**src/rtl/enum_swap_arbiter_if.sv**
```systemverilog
// enum_swap_arbiter_if
//   Request/response bundle between NREQ enum producers and the shared
//   enum-swap arbiter.
//   req_valid [NREQ]  requester i holds a token
//   req_tok   [NREQ]  token of requester i (test_t encoding)
//   req_ready [NREQ]  one-hot grant, combinational while idle
//   rsp_valid [NREQ]  one-hot: owner of the pending result
//   rsp_tok           swapped token, meaningful while rsp_valid != 0
//   rsp_ready [NREQ]  requester i accepts its response
//   master = requester side, slave = arbiter side.
interface enum_swap_arbiter_if #(
  parameter int NREQ = 4
);
  logic [NREQ-1:0] req_valid;
  logic [NREQ-1:0] req_tok;
  logic [NREQ-1:0] req_ready;
  logic [NREQ-1:0] rsp_valid;
  logic            rsp_tok;
  logic [NREQ-1:0] rsp_ready;

  modport master (
    output req_valid, req_tok, rsp_ready,
    input  req_ready, rsp_valid, rsp_tok
  );

  modport slave (
    input  req_valid, req_tok, rsp_ready,
    output req_ready, rsp_valid, rsp_tok
  );
endinterface

```
**src/rtl/enum_swap_arbiter.sv**
```systemverilog
// enum_swap_arbiter
//   Round-robin arbiter in front of a single enum-swap stage. One token is in
//   flight at a time: it is accepted in IDLE, spends LAT cycles in WAIT and is
//   held in RESP until its owner takes it. The swap is TEST_1 <-> TEST_2.
//   Parameters: NREQ (2..8) requesters, LAT (1..4) swap latency,
//               COUNT_INIT preload for swap_count (0 in normal use).
//   Ports: clk, rst_n (async, active low)
//          bus        slave side of enum_swap_arbiter_if
//          busy       high outside IDLE
//          grant_id   current or last owner
//          swap_count completed transactions, wraps at 16 bits
module enum_swap_arbiter #(
  parameter int          NREQ       = 4,
  parameter int          LAT        = 2,
  parameter logic [15:0] COUNT_INIT = 16'h0000
) (
  input  logic                clk,
  input  logic                rst_n,
  enum_swap_arbiter_if.slave  bus,
  output logic                busy,
  output logic [2:0]          grant_id,
  output logic [15:0]         swap_count
);

  typedef enum logic {TEST_1 = 1'b0, TEST_2 = 1'b1} test_t;
  typedef enum logic [1:0] {IDLE, WAIT, RESP} state_t;

  function automatic test_t swap_tok(input test_t t);
    return (t == TEST_1) ? TEST_2 : TEST_1;
  endfunction

  state_t      state_q, state_d;
  logic [2:0]  ptr_q;    // last served requester; search starts one above
  logic [2:0]  owner_q;
  logic [1:0]  cnt_q;    // remaining WAIT cycles minus one
  test_t       tok_q;
  logic [15:0] count_q;

  // Requests widened to 8 bits so a 3-bit index never runs off the vector.
  logic [7:0]  valid_ext, tok_ext, rready_ext;
  logic [2:0]  cand;
  logic [2:0]  winner;
  logic        found;
  logic        accept;
  logic        done;

  assign valid_ext  = 8'(bus.req_valid);
  assign tok_ext    = 8'(bus.req_tok);
  assign rready_ext = 8'(bus.rsp_ready);

  // Rotating priority search: ptr+1, ptr+2, ... wrapping at NREQ.
  // NOTE: every signal driven in always_comb gets a default before any
  // branch, so no path can leave it unassigned and infer a latch.
  always_comb begin
    found  = 1'b0;
    winner = ptr_q;
    cand   = '0;
    for (int k = 1; k <= NREQ; k++) begin
      cand = 3'((int'(ptr_q) + k) % NREQ);
      if (!found && valid_ext[cand]) begin
        found  = 1'b1;
        winner = cand;
      end
    end
  end

  always_comb begin
    state_d = state_q;
    accept  = 1'b0;
    done    = 1'b0;
    unique case (state_q)
      IDLE: if (found) begin
        accept  = 1'b1;
        state_d = WAIT;
      end
      WAIT: if (cnt_q == '0) state_d = RESP;
      RESP: if (rready_ext[owner_q]) begin
        done    = 1'b1;
        state_d = IDLE;
      end
      default: state_d = IDLE;
    endcase
  end

  // NOTE: state is updated with non-blocking assignments only, so every
  // register samples pre-edge values regardless of block ordering.
  always_ff @(posedge clk or negedge rst_n) begin
    if (!rst_n) state_q <= IDLE;
    else        state_q <= state_d;
  end

  always_ff @(posedge clk or negedge rst_n) begin
    if (!rst_n) begin
      ptr_q   <= 3'(NREQ - 1);
      owner_q <= '0;
      cnt_q   <= '0;
      tok_q   <= TEST_1;
      count_q <= COUNT_INIT;
    end else begin
      if (accept) begin
        tok_q   <= swap_tok(test_t'(tok_ext[winner]));
        owner_q <= winner;
        ptr_q   <= winner;
        cnt_q   <= 2'(LAT - 1);
      end else if (state_q == WAIT && cnt_q != '0) begin
        cnt_q <= cnt_q - 2'd1;
      end
      if (done) count_q <= count_q + 16'd1;
    end
  end

  // req_ready is the only combinational output; it is gated by rst_n so
  // reset forces it low even while requests are present.
  always_comb begin
    bus.req_ready = '0;
    bus.rsp_valid = '0;
    if (accept && rst_n)    bus.req_ready = NREQ'(8'd1 << winner);
    if (state_q == RESP)    bus.rsp_valid = NREQ'(8'd1 << owner_q);
  end

  assign bus.rsp_tok = tok_q;
  assign busy        = (state_q != IDLE);
  assign grant_id    = owner_q;
  assign swap_count  = count_q;

endmodule
```
**src/flat_wrapper.sv**
```systemverilog
// flat-port wrapper written by rule: the top's interface ports become plain ports
module enum_swap_arbiter_flat 
#(
  parameter int          NREQ       = 4,
  parameter int          LAT        = 2,
  parameter logic [15:0] COUNT_INIT = 16'h0000
)
  (clk, rst_n, busy, grant_id, swap_count, bus_req_valid, bus_req_tok, bus_rsp_ready, bus_req_ready, bus_rsp_valid, bus_rsp_tok);
  enum_swap_arbiter_if #(.NREQ(NREQ)) bus_i ();
  input  logic clk;
  input  logic rst_n;
  output logic busy;
  output logic [2:0] grant_id;
  output logic [15:0] swap_count;
  input wire logic [$bits(bus_i.req_valid)-1:0] bus_req_valid;
  input wire logic [$bits(bus_i.req_tok)-1:0] bus_req_tok;
  input wire logic [$bits(bus_i.rsp_ready)-1:0] bus_rsp_ready;
  output wire logic [$bits(bus_i.req_ready)-1:0] bus_req_ready;
  output wire logic [$bits(bus_i.rsp_valid)-1:0] bus_rsp_valid;
  output wire logic [$bits(bus_i.rsp_tok)-1:0] bus_rsp_tok;
  assign bus_i.req_valid = bus_req_valid;
  assign bus_i.req_tok = bus_req_tok;
  assign bus_i.rsp_ready = bus_rsp_ready;
  assign bus_req_ready = bus_i.req_ready;
  assign bus_rsp_valid = bus_i.rsp_valid;
  assign bus_rsp_tok = bus_i.rsp_tok;
  enum_swap_arbiter #(.NREQ(NREQ), .LAT(LAT), .COUNT_INIT(COUNT_INIT)) u_core (.clk(clk), .rst_n(rst_n), .bus(bus_i), .busy(busy), .grant_id(grant_id), .swap_count(swap_count));
endmodule
```
**config.mk**
```make
export PLATFORM = sky130hd
export DESIGN_NAME = enum_swap_arbiter_flat
export DESIGN_NICKNAME = d
export VERILOG_FILES = /design/src/rtl/enum_swap_arbiter_if.sv /design/src/rtl/enum_swap_arbiter.sv /design/src/flat_wrapper.sv
export SDC_FILE = /design/constraint.sdc
export NUM_CORES = 1
export LEC_CHECK = 0
export ABC_AREA = 1
export ABC_CLOCK_PERIOD_IN_PS = 1800
export CAP_MARGIN = 20
export CORE_MARGIN = 2
export CORE_UTILIZATION = 25
export DETAILED_ROUTE_END_ITERATION = 8
export GPL_TIMING_DRIVEN = 0
export PLACE_DENSITY = 0.47
export RECOVER_POWER = 25
export SLEW_MARGIN = 10
export SYNTH_ARGS = -nofsm -noshare
export SYNTH_HDL_FRONTEND = slang
export SYNTH_SLANG_ARGS = --single-unit
```
**constraint.sdc**
```tcl
create_clock -name clk -period 1.8 [get_ports clk]
set_input_delay 0.36 -clock clk [delete_from_list [all_inputs] [get_ports clk]]
set_output_delay 0.36 -clock clk [all_outputs]
set_load 0.005 [all_outputs]
```
======== Word level (Yosys, flattened, before mapping) ========
Index checks and enable logic that the tools add are counted.
word-level totals
  output and inout port bits .............. 29
  word-level logic and storage cells ...... 80
  register bits after elaboration ......... 27
  input bits .............................. 14
cells by class
  reductions and logical operators ........ 18
  muxes and demuxes ....................... 33
  eq/ne operators ......................... 5
  $add $sub $neg .......................... 6
  bitwise gates (word level) .............. 4
  $lt $le $gt $ge ......................... 6
  shift operators ......................... 2
operators by type and width
  cell                     count
  $lt A3 B4 Y1 const B     6
  $bmux W1 S3              6
  $add A16 B1 Y16 const B  1
  $mux W1                  15
  $mux W3                  4
  $mux W2                  5
  $mux W4                  2
  $reduce_or A2 Y1         4
  $shl A1 B3 Y4 const A    2
  $ne A2 B1 Y1 const B     3
  $pmux W2 S3              1
  $reduce_bool A2 Y1       3
  $logic_and A1 B1 Y1      5
  $add A2 B1 Y2 const B    2
  $add A2 B2 Y2 const B    2
  $and A1 B1 Y1 const A    4
  $logic_not A2 Y1         2
  $logic_not A1 Y1         3
  $reduce_and A3 Y1        1
  $eq A2 B1 Y1 const B     1
  $eq A2 B2 Y1 const B     1
  $sub A2 B1 Y2 const B    1

======== Longest topological paths before layout ========
  depth in word-level cells ............... 19
  gate-level depth with buffers ........... 14
  mapped depth without buffers ............ 13

======== Worst setup path before layout ========
OpenSTA, ideal clock, no wires.
  path kind ............................... flip-flop to output port
  start point ............................. reg u_core.ptr_q[0]
  end point ............................... out bus_req_ready[1]
  arrival time ............................ 1.407 ns
  cell stages (with the launch flop) ...... 12
  required time ........................... 1.440 ns
  buffers on the path ..................... 1
  slack ................................... 0.033 ns
  cells stage by stage .................... dfstp_2 -> buf_6 -> nand2_1 -> nand2_2 -> nand2_1 -> nand2_1 -> nand2_2 -> nand2_2 -> nand2_2 -> nand2_1 -> nand2_1 -> nor2_1
between the ends
  longest elaborated chain between the ends .. 19
  elaborated cells between the ends (all ways) .. 39
  those cells by class .................... 4 x add/sub; 1 x shift; 19 x mux; 4 x bitwise; 11 x reduce/logical
RTL lines
  what                               RTL line                  source
  from (decl)                        enum_swap_arbiter.sv:33   logic [2:0] ptr_q;
  from (signal assigned)             enum_swap_arbiter.sv:94   ptr_q <= 3'(NREQ - 1);
  from (signal assigned)             enum_swap_arbiter.sv:103  ptr_q <= winner;
  $add A2 B1 Y2                      enum_swap_arbiter.sv:59   cand = 3'((int'(ptr_q) + k) % NREQ);
  $reduce_or A2 Y1 (no source line)  --
  $and A1 B1 Y1 (no source line)     --
  $bmux W1 S3                        enum_swap_arbiter.sv:60   if (!found && valid_ext[cand]) begin
  $mux W1 (not written as such)      enum_swap_arbiter.sv:60
  $mux W1                            enum_swap_arbiter.sv:60
  $logic_not A1 Y1                   enum_swap_arbiter.sv:60
  $logic_and A1 B1 Y1                enum_swap_arbiter.sv:60
  (+3 left out)                      --
  $mux W1                            enum_swap_arbiter.sv:60
  $logic_not A1 Y1                   enum_swap_arbiter.sv:60
  $logic_and A1 B1 Y1                enum_swap_arbiter.sv:60
  $mux W1                            enum_swap_arbiter.sv:60
  $mux W1                            enum_swap_arbiter.sv:72   IDLE: if (found) begin
  $mux W1                            enum_swap_arbiter.sv:71   unique case (state_q)
  $logic_and A1 B1 Y1                enum_swap_arbiter.sv:117  if (accept && rst_n) bus.req_ready = NREQ'(8'd1 << winner);
  $mux W4 (*)                        enum_swap_arbiter.sv:117
  to (decl)                          flat_wrapper.sv:18        output wire logic [$bits(bus_i.req_ready)-1:0] bus_req_ready;
Every way passes the cells marked *; elsewhere a longest branch is shown, timed or not. The select of a mux whose other input is x is not followed.

======== Final worst setup path ========
  start point ............................. reg u_core.ptr_q[0]
  end point ............................... out bus_req_ready[0]
The elaborated chain is that of the path after synthesis.

==> run summary <==
Worst-path clk slew: 0.09 ns
CTS root buf: clkbuf_8
largest net degree at the start of global routing: 28
DR iter-0 viols: 38
Crit Path Max Fanout: 8
total gr overflow: 0
number of I/O pins: 43
slew margin rel.: 59.81%
H-tree depth: 1
core area: 6026 µm²
post-synthesis cell area: 1578 µm²
CP Class: reg -> out
dpl cells: 318
Power Density: 1669 nW/µm²
Row Count: 28
ANT cells: 0
syn avg cell area: 7.850 µm²
Post-Layout Cell Count: 336
initial antenna violation count: 0
FILL cells: 619
WHS: 0.09426 ns
final hold violation count: 0
first-pass GRT wire length: 6817 µm
CTS tree: yes
CP top delay family: buffers and inverters
Yosys reg bits: 26
Bufs and invs on worst path: 5
Tot GR Track Use: 11.46%
Post-DP HPWL: 2697 µm
RSZ-0062 raised after global routing: true
Die Footprint: 6962 µm²
cell mode on critical path: nand2_4
critical path startpoint: u_core.ptr_q[0]
gpl congestion: 0.7732
Primary FF master, synth: dfrtp_1
cts bufs inserted: 3
initial core utilization: 26.18%
fmax: 439.5 MHz
proportion of layout cells with a drive suffix above 1: 36.02%
MaxCap Viol Count: 0
WP data arrival: 1.92 ns
status: finished with violations
Worst-Margin Slew: 0.6029 ns
WL final: 3997 µm
CP Launch Type: register
Worst VDD drop: 0.8280 mV
Setup violations, final: 6
design area: 2472 µm²
asr flop ratio synth: 100.0%
Wirelength per Cell: 11.90 µm
r2r setup slk: -0.16 ns
CP required: 1.44 ns
drt drc: 0
drt first pass iters: 2
min cycle time layout: 2.275 ns
nets@finish: 278
hold crit path type: in -> async
Chip Width: 83.44 µm
Final WS setup: -0.4754 ns
clk sink count: 26
Seq/Total Area, Yosys: 41.40%
max incr delay on CP: 0.56 ns
Cells after Synth: 201
Setup Skew: 0.003352 ns
Vias: 1,471
Clock Path Buffers: 2
worst reg2reg startpoint: u_core.ptr_q[0]
Post-synth EDFFs: 0
Critical Path, Cell by Cell: buf_12, inv_12, nand2_4, nand2_4, nand2_4, nand2_4, inv_6, nand4_1, buf_4, nand2_4, nor2_2, buf_2
reg2reg path depth: 15
chip height: 83.44 µm
Unique masters post-synth: 30
via count of the first global-routing pass: 1,515
clock latency on the worst-skew pair: 0.26 ns
Static Leak: 1.148 nW
failing checks: negative setup slack
Final Slew Violations: 0
DR vias/cell: 4.378
Crit. End Element: primary output
slowest cell on the critical path: dfstp_2
Syn Nets: 217
Final period util: 126.4%
Final Util: 41.03%
placed cell area: 2087 µm²
Port Buffer Count: 42
Layout area overhead: 56.70%
synth warn: 0
RR Endpoint: u_core.bus.rsp_tok
Final ANT Viol Nets: 0
[state kept, by name (all words and copies together), names as in the netlist]
| signal | flops |
|---|---|
| u_core.cnt_q | 2 |
| u_core.state_q | 2 |
| u_core.grant_id | 2 |
| u_core.swap_count | 16 |
| u_core.bus.rsp_tok | 1 |
| u_core.ptr_q | 3 |
[metal layers]
layer / vias up / global-route usage (%) / wire length, µm
met2: 24 / 19.79 / 1951
met4: 0 / 1.760 / 10
met5: - / 0 / 0
met1: 682 / 15.63 / 1945
li1: 763 / - / -
met3: 2 / 1.491 / 89
[cells in the mapped netlist (4+ instances only)]
library cell   n  area (µm²)
nor3_1         6       30.03
nand2_2       12       75.07
inv_1         18       67.56
nor2_1        20       75.07
nand3_1       20       100.1
nand2_1       50       187.7
inv_2          4       15.01
xor2_1        11       96.34
o21ai_0        6       30.03
xnor2_1        4       35.03
dfrtp_1       24       600.6
[cell type report]
class	count	area [µm²]	area share, %
buffer	1	20.02	0.8097
clock buffer	4	55.05	2.227
inverter	24	107.6	4.352
multi-input combinational	150	1062	42.97
sequential	26	653.1	26.42
tap	75	93.84	3.796
timing repair buffer	56	480.5	19.43
[where the power goes]
part	total [mW]	switching [mW]	leakage (nW)	internal (mW)
clock network	0.372	0.176	0.0288	0.195
registers	0.914	0.153	0.328	0.761
logic	2.84	1.57	0.792	1.27
total	4.13	1.90	1.15	2.23
[how the worst max path moves through the flow]
stage	to	slack [ns]	cells past startpoint
3_3_place_gp	bus_req_ready[2]	-1.31	6
3_5_place_dp	bus_req_ready[2]	-0.84	10
6_report	bus_req_ready[0]	-0.48	12
2_1_floorplan	bus_req_ready[1]	0.03	11
5_1_grt	bus_req_ready[0]	-0.56	12
4_1_cts	bus_req_ready[0]	-0.43	13
[layout by cell type (no fill, tap or decap), drive strengths merged]
cell type / synthesis / routed
nor2: 21 / 21
o21ai: 7 / 7
nor3: 7 / 7
xor2: 11 / 11
buf: 1 / 20
inv: 24 / 24
o21bai: 1 / 1
xnor2: 4 / 4
clkbuf: 0 / 8
dfrtp: 24 / 24
o22ai: 1 / 1
dfstp: 2 / 2
ha: 2 / 2
clkdlybuf4s50: 0 / 33
nand3b: 1 / 1
a21oi: 2 / 2
a21o: 1 / 1
nand4: 4 / 4
nor4: 1 / 1
nand3: 22 / 22
nand2: 65 / 65
[logic make-up (layout without fill, tap and decap cells)]
group,after synthesis,after routing,share of synthesized area (%)
buffers and inverters,25,85,7.057
AOI/OAI and AO/OA,12,12,4.679
and+or+nand+nor,121,121,36.96
DFF,26,26,41.40
xor gates and xnor gates,15,15,8.326
adders and majority gates,2,2,1.586
[worst reg2reg max path, cell delays in order, from the launching register on]
cell and delay [ns]:
dfstp_2 0.56, buf_12 0.14, inv_12 0.06, nand2_4 0.06, nand2_4 0.06, nand2_4 0.08, nand2_4 0.08, inv_6 0.09
nand4_1 0.13, buf_4 0.18, nand2_4 0.08, buf_4 0.11, buf_4 0.09, nand2_1 0.04, nand3_1 0.06, nand2_1 0.06
[per-stage QoR]
stage / power (mW) / setup TNS (ns) / worst slack [ns]
3_5_place_dp: 2.762 / -3.977 / -0.8363
3_3_place_gp: 2.756 / -7.613 / -1.314
2_1_floorplan: 2.148 / 0 / 0.03276
4_1_cts: 3.734 / -1.720 / -0.4321
5_1_grt: 4.463 / -2.697 / -0.5631
6_report: 4.126 / -1.972 / -0.4754
[what timing repair did]
action | CTS | global route
hold buffers | 0 | 0
resized for setup | 60 | 35
buffers inserted | 8 | 6
pin swaps | 22 | 21
endpoints found under the setup margin | 8 | 13
Note: power is estimated with default switching activity, not from simulation.
